--- config.mk ---
export PLATFORM = sky130hd
export DESIGN_NAME = alu_exec_unit_flat
export DESIGN_NICKNAME = d
export VERILOG_FILES = /design/src/rtl/alu_exec_unit_if.sv /design/src/rtl/alu_exec_unit.sv /design/src/flat_wrapper.sv
export SDC_FILE = /design/constraint.sdc
export NUM_CORES = 1
export LEC_CHECK = 0
export ABC_AREA = 0
export BUFFER_PORTS_ARGS = -buffer_cell sky130_fd_sc_hd__buf_2
export CAP_MARGIN = 10
export CORE_MARGIN = 1
export CORE_UTILIZATION = 35
export DETAILED_ROUTE_END_ITERATION = 6
export PLACE_DENSITY = 0.55
export SLEW_MARGIN = 40
export SYNTH_ARGS = -nofsm -noshare
export SYNTH_HDL_FRONTEND = slang
export SYNTH_SLANG_ARGS = --single-unit
--- constraint.sdc ---
create_clock -name clk -period 4.75 [get_ports clk]
set_input_delay 0.475 -clock clk [delete_from_list [all_inputs] [get_ports clk]]
set_output_delay 0.475 -clock clk [all_outputs]
set_load 0.02 [all_outputs]
--- src/rtl/alu_exec_unit_if.sv ---
// Handshake bus for the execute-stage ALU: operation request and registered result.
interface alu_exec_unit_if #(
    parameter int XLEN = 32
);
    logic            in_valid;
    logic            in_ready;
    logic [3:0]      alu_ctr;
    logic [XLEN-1:0] op_a;
    logic [XLEN-1:0] op_b;
    logic            out_valid;
    logic            out_ready;
    logic [XLEN-1:0] result;
    logic            zero;

    // Upstream/downstream side: presents operations, consumes results.
    modport master (
        output in_valid, alu_ctr, op_a, op_b, out_ready,
        input  in_ready, out_valid, result, zero
    );

    // ALU side.
    modport slave (
        input  in_valid, alu_ctr, op_a, op_b, out_ready,
        output in_ready, out_valid, result, zero
    );
endinterface

--- src/rtl/alu_exec_unit.sv ---
// Execute-stage ALU with valid/ready on both sides. Single-cycle ops land in
// HOLD on the next edge; sll/srl walk one bit per cycle in SHIFT first.
// SHAMT_W must equal log2(XLEN).
module alu_exec_unit #(
    parameter int XLEN    = 32,
    parameter int SHAMT_W = 5
) (
    input  logic            clk,
    input  logic            rst,
    input  logic            flush,
    alu_exec_unit_if.slave  bus
);

    typedef enum logic [1:0] {
        IDLE  = 2'd0,
        SHIFT = 2'd1,
        HOLD  = 2'd2
    } state_e;

    typedef enum logic [3:0] {
        OP_ADD = 4'b0000,
        OP_SUB = 4'b0001,
        OP_XOR = 4'b0010,
        OP_OR  = 4'b0011,
        OP_AND = 4'b0100,
        OP_NOT = 4'b0101,
        OP_SLL = 4'b0110,
        OP_SRL = 4'b0111,
        OP_SLT = 4'b1000
    } op_e;

    state_e             state_q, state_d;
    logic [SHAMT_W-1:0] cnt_q, cnt_d;
    logic [XLEN-1:0]    shreg_q, shreg_d;
    logic               dir_left_q, dir_left_d;
    logic [XLEN-1:0]    result_q, result_d;
    logic               zero_q, zero_d;

    op_e                op;
    logic [SHAMT_W-1:0] shamt;
    logic               is_shift;
    logic               accept;
    logic [XLEN-1:0]    alu_out;
    logic [XLEN-1:0]    shreg_next;

    // Handshake outputs and operand decode.
    always_comb begin
        op            = op_e'(bus.alu_ctr);
        shamt         = bus.op_b[SHAMT_W-1:0];
        is_shift      = (op == OP_SLL) || (op == OP_SRL);
        bus.in_ready  = (state_q == IDLE) || ((state_q == HOLD) && bus.out_ready);
        accept        = bus.in_valid && bus.in_ready && !flush;
        bus.out_valid = (state_q == HOLD);
        bus.result    = result_q;
        bus.zero      = zero_q;
    end

    // Single-cycle datapath; shifts reaching here have shamt==0 and pass op_a through.
    always_comb begin
        alu_out = '0;
        case (op)
            OP_ADD:  alu_out = bus.op_a + bus.op_b;
            OP_SUB:  alu_out = bus.op_a - bus.op_b;
            OP_XOR:  alu_out = bus.op_a ^ bus.op_b;
            OP_OR:   alu_out = bus.op_a | bus.op_b;
            OP_AND:  alu_out = bus.op_a & bus.op_b;
            OP_NOT:  alu_out = ~bus.op_a;
            OP_SLL:  alu_out = bus.op_a;
            OP_SRL:  alu_out = bus.op_a;
            OP_SLT:  alu_out = {{(XLEN-1){1'b0}}, ($signed(bus.op_a) < $signed(bus.op_b))};
            default: alu_out = '0;
        endcase
    end

    // Next-state logic: accept, iterative shift, hold until consumed; flush squashes.
    always_comb begin
        state_d    = state_q;
        cnt_d      = cnt_q;
        shreg_d    = shreg_q;
        dir_left_d = dir_left_q;
        result_d   = result_q;
        zero_d     = zero_q;
        shreg_next = dir_left_q ? {shreg_q[XLEN-2:0], 1'b0} : {1'b0, shreg_q[XLEN-1:1]};

        case (state_q)
            IDLE, HOLD: begin
                if ((state_q == HOLD) && bus.out_ready) begin
                    state_d = IDLE;
                end
                if (accept) begin
                    if (is_shift && (shamt != '0)) begin
                        shreg_d    = bus.op_a;
                        cnt_d      = shamt;
                        dir_left_d = (op == OP_SLL);
                        state_d    = SHIFT;
                    end else begin
                        result_d = alu_out;
                        zero_d   = (alu_out == '0);
                        state_d  = HOLD;
                    end
                end
            end
            SHIFT: begin
                shreg_d = shreg_next;
                cnt_d   = cnt_q - SHAMT_W'(1);
                if (cnt_q == SHAMT_W'(1)) begin
                    result_d = shreg_next;
                    zero_d   = (shreg_next == '0);
                    state_d  = HOLD;
                end
            end
            default: state_d = IDLE;
        endcase

        if (flush) begin
            state_d = IDLE;
            cnt_d   = '0;
        end
    end

    // State registers; synchronous reset dominates flush.
    always_ff @(posedge clk) begin
        if (rst) begin
            state_q    <= IDLE;
            cnt_q      <= '0;
            shreg_q    <= '0;
            dir_left_q <= 1'b0;
            result_q   <= '0;
            zero_q     <= 1'b0;
        end else begin
            state_q    <= state_d;
            cnt_q      <= cnt_d;
            shreg_q    <= shreg_d;
            dir_left_q <= dir_left_d;
            result_q   <= result_d;
            zero_q     <= zero_d;
        end
    end

endmodule

--- src/flat_wrapper.sv ---
// flat-port wrapper written by rule: the top's interface ports become plain ports
module alu_exec_unit_flat 
#(
    parameter int XLEN    = 32,
    parameter int SHAMT_W = 5
)
  (clk, rst, flush, bus_in_valid, bus_alu_ctr, bus_op_a, bus_op_b, bus_out_ready, bus_in_ready, bus_out_valid, bus_result, bus_zero);
  alu_exec_unit_if #(.XLEN(XLEN)) bus_i ();
  input  logic clk;
  input  logic rst;
  input  logic flush;
  input wire logic [$bits(bus_i.in_valid)-1:0] bus_in_valid;
  input wire logic [$bits(bus_i.alu_ctr)-1:0] bus_alu_ctr;
  input wire logic [$bits(bus_i.op_a)-1:0] bus_op_a;
  input wire logic [$bits(bus_i.op_b)-1:0] bus_op_b;
  input wire logic [$bits(bus_i.out_ready)-1:0] bus_out_ready;
  output wire logic [$bits(bus_i.in_ready)-1:0] bus_in_ready;
  output wire logic [$bits(bus_i.out_valid)-1:0] bus_out_valid;
  output wire logic [$bits(bus_i.result)-1:0] bus_result;
  output wire logic [$bits(bus_i.zero)-1:0] bus_zero;
  assign bus_i.in_valid = bus_in_valid;
  assign bus_i.alu_ctr = bus_alu_ctr;
  assign bus_i.op_a = bus_op_a;
  assign bus_i.op_b = bus_op_b;
  assign bus_i.out_ready = bus_out_ready;
  assign bus_in_ready = bus_i.in_ready;
  assign bus_out_valid = bus_i.out_valid;
  assign bus_result = bus_i.result;
  assign bus_zero = bus_i.zero;
  alu_exec_unit #(.XLEN(XLEN), .SHAMT_W(SHAMT_W)) u_core (.clk(clk), .rst(rst), .flush(flush), .bus(bus_i));
endmodule
==> impl_metrics.toml, run 1 <==
[outcome]
outcome = "complete, no violations"

[clock_tree]
post_cts_setup_buffer_count = 0
cts_num_sinks = 73
cts-root-buf = "clkbuf_16"
tritoncts_clock_tree = "done"
cts_stage_hold_buffer_count = 0
inserted_clock_buffers = 9
cts_repair_resize_count = 0
clock_path_buffers = 2
insertion_delay_ps = 340
htree_num_levels = 3
cts.clk_slew.worst_paths_ps = 60

[worst_setup_path]
timing_worst_setup_path_type = "input port to flip-flop"
max_stage_delay_ps = 660
cp_data_arrival_time_ps = 4430
cpLargestDelayFamily = "compound AO/OA/AOI/OAI gates"
r2r_start = "u_core.state_q[1]$_SDFFE_PP0P_"
rr_worst_depth = 10
crit_path_max_fanout = 5
crit_chain = "buf_2 -> ha_1 -> inv_1 -> fa_1 -> nand2b_1 -> a211oi_2 -> o2111ai_1 -> buf_4 -> and2_1 -> o41ai_1 -> a31o_2 -> o221a_2 -> o22ai_1 -> nor3_1 -> nand4_1 -> o41ai_2"
worstSetupStartpointType = "input port"
worstSetupEndpointType = "flip-flop"
cp_num_buf_inv = 3
ff2ff_setup_slack_ps = 1410
timing.rr.end = "u_core.bus.zero$_SDFFE_PP0P_"
crit_required_ps = 5000
worst-path-stages = 16
cpMaxStageDelayCell = "o41ai_1"

[cells_and_area]
most_frequent_cells_in_the_layout = "nand2_1, nor2_1, a21oi_1"
final_common_cell = "nand2_1"
drive_above_1_share = 0.134
areaGrowthSynthToFinish_pct = 12.5
num_antenna_cells = 0
final_nets = 1656

[synthesis]
synth-edff-count = 0
synth_largest_area_cell = "dfxtp_1"
synthesis.area_per_instance_um2 = 7.07
share_of_synthesized_registers_carrying_an_async_set_or_reset = 0
synth-seq-cells = 73
proportion_of_netlist_area_held_by_the_largest_area_contributor = 0.147
synthesized_netlist_net_count = 1598
synth-warning-count = 0
synth.top_cells.by_area = "dfxtp_1, ha_1, a21oi_1"
synth_ff_type = "dfxtp_1"
synth_cell_type_count = 89
ys_seq_area_frac = 0.147
synth.cell_area_mm2 = 0.00996
netlist_instances = 1408

[die]
die_y_um = 171
placement_rows = 61
floorplan.die_area_mm2 = 0.0291
initial_core_util = 0.358
design.core.area_mm2 = 0.0279
die_width_um = 171
io-pin-count = 108

[sta]
maxSlewViolCount = 0
final_period_minus_worst_setup_slack_ps = 4180
timing.clock.skew_ps = 6.43
whs_ps = 418
hold_viol = 0
worstMarginPinSlew_ps = 856
layout_worst_path_cycle_share = 0.879
setup_total_neg_slack_ps = 0
unrepaired_setup_endpoints_after_global_routing = "false"
max_freq_ghz = 0.239
max_slew_margin = 0.423
finalWorstSetupSlack_ps = 574
setup_violations = 0

[global_route]
grt_overflow = 0
grt_first_pass_wirelength_mm = 61.7
use_met1 = 0.389
grt.met3_usage = 0.0296
grt_busiest_layer = "met2"
met2_usage = 0.431
grt_util_all_layers = 0.273
maximum_number_of_pins_on_one_net_before_global_route_repair = 68
grt_antenna_before_repair = 0
first_global_vias = 10393

[place]
hpwlAfterDp_mm = 30.9
buffer_ports.inserted = 107
routability_driven_placement_congestion_ratio = 0.952
dp_worst_setup_slack_ps = 240

[detailed_routing]
drt_pass_1_iters = 5
drt-initial-drc-count = 1177
antenna_nets_post_route = 0
post_drt_wl_per_cell_um = 21.6
via_per_inst = 6.05
route.vias.total = 11186
post-route-drc-count = 0
wl_mm = 40.0

[min_path]
worst_hold_path.num_cells = 4
worstHoldEndpoint = "u_core.state_q[1]$_SDFFE_PP0P_"
min_path_type = "input port to flip-flop"
worst_hold_startpoint = "bus_out_ready"

[flow_run]
max-cap-violations = 0

[pwr]
totalPowerFinal_mw = 2.36
static_leak_nw = 4.80
power.density_mw_per_mm2 = 211
power.ir.vdd_worst_uv = 156
[state kept, by name, summed over array words and instances (netlist names)]
register           flops
u_core.bus.result     32
u_core.state_q         2
u_core.bus.zero        1
u_core.shreg_q        32
u_core.dir_left_q      1
u_core.cnt_q           5
[routing by layer]
metal / wire length, um / up-vias
met4: 1050 / 0
met3: 2920 / 62
met1: 18400 / 5340
li1: - / 5286
met5: 0 / -
met2: 17600 / 498
[worst register-to-register path, cell delays in order, from the launching register on]
cell       delay (ps)
dfxtp_1           360
a2111oi_2         570
a2bb2oi_4         120
a211oi_2          260
nand4b_1          160
or4_1             560
nor4b_2           320
nand4_1           180
nor4b_2           260
nand4_1           140
o41ai_2           320
[Yosys cell counts, types with 17 or more instances]
library cell and count:
nand2_1 146, nor2_1 131, a21oi_1 125, ha_1 115
inv_1 107, dfxtp_1 73, clkbuf_1 71, o21ai_0 61
a211oi_1 46, mux2i_1 43, nor2b_1 29, a21o_1 28
nor3_1 28, o211ai_1 28, nand2b_1 25, nand3_1 25
a311oi_1 22, o31ai_1 21, buf_2 17, nor4_1 17
[cells by family (layout without fill, tap and decap cells)]
| group | count (synthesis) | count (layout) | share of synthesized area |
|---|---|---|---|
| xor gates and xnor gates | 7 | 7 | 0.00616 |
| and+or+nand+nor | 466 | 466 | 0.224 |
| AOI/OAI and AO/OA | 494 | 494 | 0.350 |
| adders and majority gates | 117 | 117 | 0.148 |
| DFF | 73 | 73 | 0.147 |
| muxes | 44 | 44 | 0.0443 |
| buffers and inverters | 207 | 270 | 0.0801 |
[cell type report]
type	count	area (um^2)
clock buffers	10	239
clock inverters	6	63.8
fillers	2978	16600
inverters	109	409
multi-input cells	1128	7740
flip-flops and latches	73	1470
well taps	378	473
repair buffers	145	821
[per-stage QoR]
| stage | cells | instance area [um^2] | utilization |
|---|---|---|---|
| after detailed placement | 1833 | 10900 | 0.391 |
| after global routing | 1849 | 11200 | 0.402 |
| final | 1849 | 11200 | 0.402 |
| after global placement | 1833 | 10900 | 0.391 |
| after floorplan | 1408 | 9960 | - |
| after CTS | 1849 | 11200 | 0.402 |
[how the worst max path moves through the flow]
stage	from	endpoint	slack, ps
finish	bus_op_b[0]	u_core.bus.zero$_SDFFE_PP0P_	570
CTS	bus_op_b[0]	u_core.bus.zero$_SDFFE_PP0P_	610
global route	bus_op_b[0]	u_core.bus.zero$_SDFFE_PP0P_	280
global placement	bus_op_b[0]	u_core.bus.zero$_SDFFE_PP0P_	340
detailed placement	bus_op_b[0]	u_core.bus.zero$_SDFFE_PP0P_	240
floorplan	bus_op_b[0]	u_core.bus.zero$_SDFFE_PP0P_	890
[power by group]
| part | leakage (nW) | total, mW | internal (mW) | switching, mW |
|---|---|---|---|---|
| clock network | 0.154 | 0.709 | 0.423 | 0.285 |
| logic | 4.05 | 0.998 | 0.348 | 0.650 |
| registers | 0.592 | 0.653 | 0.633 | 0.0193 |
(Power assumes the default switching activity.)
==> run 2: changes to the inputs <==
--- a/config.mk
+++ b/config.mk
@@ -9,9 +9,9 @@
 export BUFFER_PORTS_ARGS = -buffer_cell sky130_fd_sc_hd__buf_2
 export CAP_MARGIN = 10
 export CORE_MARGIN = 1
-export CORE_UTILIZATION = 35
+export CORE_UTILIZATION = 30
 export DETAILED_ROUTE_END_ITERATION = 6
-export PLACE_DENSITY = 0.55
+export PLACE_DENSITY = 0.49
 export SLEW_MARGIN = 40
 export SYNTH_ARGS = -nofsm -noshare
 export SYNTH_HDL_FRONTEND = slang
==> run 2 against run 1 <==
Against the previous run: the run now ends with DRC left; register-to-register slack worse by 120 ps; via count is 0.61% higher; final cell count grew 4.3%; clock skew increased by 5.1 ps; wire length up 6.5%; sequential share of layout area decreased by 0.27 points; clock-buffer cell count unchanged; die area rose by 16%; worst hold slack gained 13 ps; final area rose by 1.9%.
==> impl_metrics.toml, run 2 (same netlist as run 1, synthesis figures left out) <==
[sta]
setup_violations = 0
maxSlewViolCount = 0
finalWorstSetupSlack_ps = 561
max_freq_ghz = 0.239
layout_worst_path_cycle_share = 0.882
unrepaired_setup_endpoints_after_global_routing = "false"
timing.clock.skew_ps = 11.5
max_slew_margin = 0.450
final_period_minus_worst_setup_slack_ps = 4190
setup_total_neg_slack_ps = 0
hold_viol = 0
worstMarginPinSlew_ps = 814

[worst_setup_path]
worstSetupStartpointType = "input port"
crit_path_max_fanout = 6
crit_required_ps = 5000
crit_top_cell = "nor2_1"
cp_data_arrival_time_ps = 4440
worstSetupEndpointType = "flip-flop"
max_stage_delay_ps = 550
timing_worst_setup_path_type = "input port to flip-flop"
cpMaxStageDelayCell = "or4b_1"
crit_chain = "buf_2 -> ha_1 -> inv_1 -> fa_1 -> nand2b_1 -> a211oi_2 -> o2111ai_1 -> a2111oi_0 -> nor2_1 -> a22o_1 -> nor2_1 -> mux2i_1 -> o21ai_0 -> or4b_1 -> o41ai_2"

[die]
die_width_um = 184
io-pin-count = 108
placement_rows = 66
die_y_um = 184
floorplan.die_area_mm2 = 0.0339
initial_core_util = 0.305
design.core.area_mm2 = 0.0326

[detailed_routing]
post-route-drc-count = 2
drt_pass_1_iters = 7
drt-initial-drc-count = 1267
antenna_nets_post_route = 0
post_drt_wl_per_cell_um = 22.1
via_per_inst = 5.84
route.vias.total = 11254
wl_mm = 42.6

[clock_tree]
cts-root-buf = "clkbuf_16"
cts_repair_resize_count = 0
insertion_delay_ps = 350
post_cts_setup_buffer_count = 0
cts_num_sinks = 73
htree_num_levels = 3
inserted_clock_buffers = 9
cts_stage_hold_buffer_count = 0
clock_path_buffers = 2
tritoncts_clock_tree = "done"
cts.clk_slew.worst_paths_ps = 70

[pwr]
power.ir.vdd_worst_uv = 169
static_leak_nw = 4.88
power.density_mw_per_mm2 = 212
totalPowerFinal_mw = 2.43

[cells_and_area]
most_frequent_cells_in_the_layout = "nand2_1, nor2_1, a21oi_1"
areaGrowthSynthToFinish_pct = 14.7
regArea_mm2 = 0.00146
area_occupied_by_multi_input_gates_mm2 = 0.00774
final_nets = 1671
final_common_cell = "nand2_1"
num_antenna_cells = 0
drive_above_1_share = 0.143
number_of_fill_cells = 3541
post_layout_utilization_of_the_core = 0.350

[min_path]
min_path_type = "input port to flip-flop"

[place]
buffer_ports.inserted = 107
routability_driven_placement_congestion_ratio = 0.955
hpwlAfterDp_mm = 33.5
dp_worst_setup_slack_ps = 309

[global_route]
first_global_vias = 10625
grt.met3_usage = 0.0241
met2_usage = 0.405
grt_first_pass_wirelength_mm = 64.8
maximum_number_of_pins_on_one_net_before_global_route_repair = 68
grt_overflow = 0
grt_util_all_layers = 0.248
use_met1 = 0.340
grt_antenna_before_repair = 0
grt_busiest_layer = "met2"

[outcome]
failing_checks = "DRC"
outcome = "finished, violations left"

[flow_run]
max-cap-violations = 0
run 2: cell count changes in the layout (fill, tap and decap cells not counted):
cell	change
a2111oi_0	-1
a2111oi_1	+1
buf_4	+15
bufinv_16	+1
clkinv_2	-1
clkinv_4	+1
clkinvlp_4	+1
dfxtp_2	+1
dfxtp_4	-1
inv_4	-1
inv_6	-1
run 2: stage by stage:
stage               hold slack (ps)  instances  area (um^2)
floorplan                       444       1408         9960
global placement                440       1912        11100
detailed placement              442       1912        11100
CTS                             421       1928        11400
global route                    458       1928        11400
finish                          431       1928        11400
run 2: path summary, 6_finish.rpt:
check / startpoint / to / slack, ps / cells after the start
max: bus_op_b[0] / u_core.bus.zero$_SDFFE_PP0P_ / 560 / 15
min: bus_out_ready / u_core.state_q[1]$_SDFFE_PP0P_ / 430 / 4
max reg2reg: u_core.state_q[1]$_SDFFE_PP0P_ / u_core.bus.zero$_SDFFE_PP0P_ / 1290 / 10
min reg2reg: u_core.bus.result[5]$_SDFFE_PP0P_ / u_core.bus.result[5]$_SDFFE_PP0P_ / 450 / 2
run 2: power by group:
group          total, mW  internal, mW  switching, mW
clock              0.756         0.476          0.280
sequential         0.652         0.634         0.0178
combinational       1.02         0.355          0.664
run 2: cell type report:
class	instances	area share
Tap cell	442	0.0484
Multi-Input combinational cell	1128	0.677
Timing Repair Buffer	160	0.0817
Inverter	109	0.0358
Clock inverter	6	0.00788
Clock buffer	10	0.0209
Sequential cell	73	0.128
run 2: critical path, delay by kind of cell:
family	cells	cell delay, ps
adders and majority gates	2	590
muxes	1	180
buffers and inverters	2	220
AOI/OAI and AO/OA	6	1840
and+or+nand+nor	4	1120
run 2: metal layers:
| layer | wire length (um) | vias up |
|---|---|---|
| met3 | 2420 | 54 |
| met4 | 1120 | 0 |
| li1 | - | 5318 |
| met2 | 19400 | 422 |
| met1 | 19700 | 5460 |
| met5 | 0 | - |
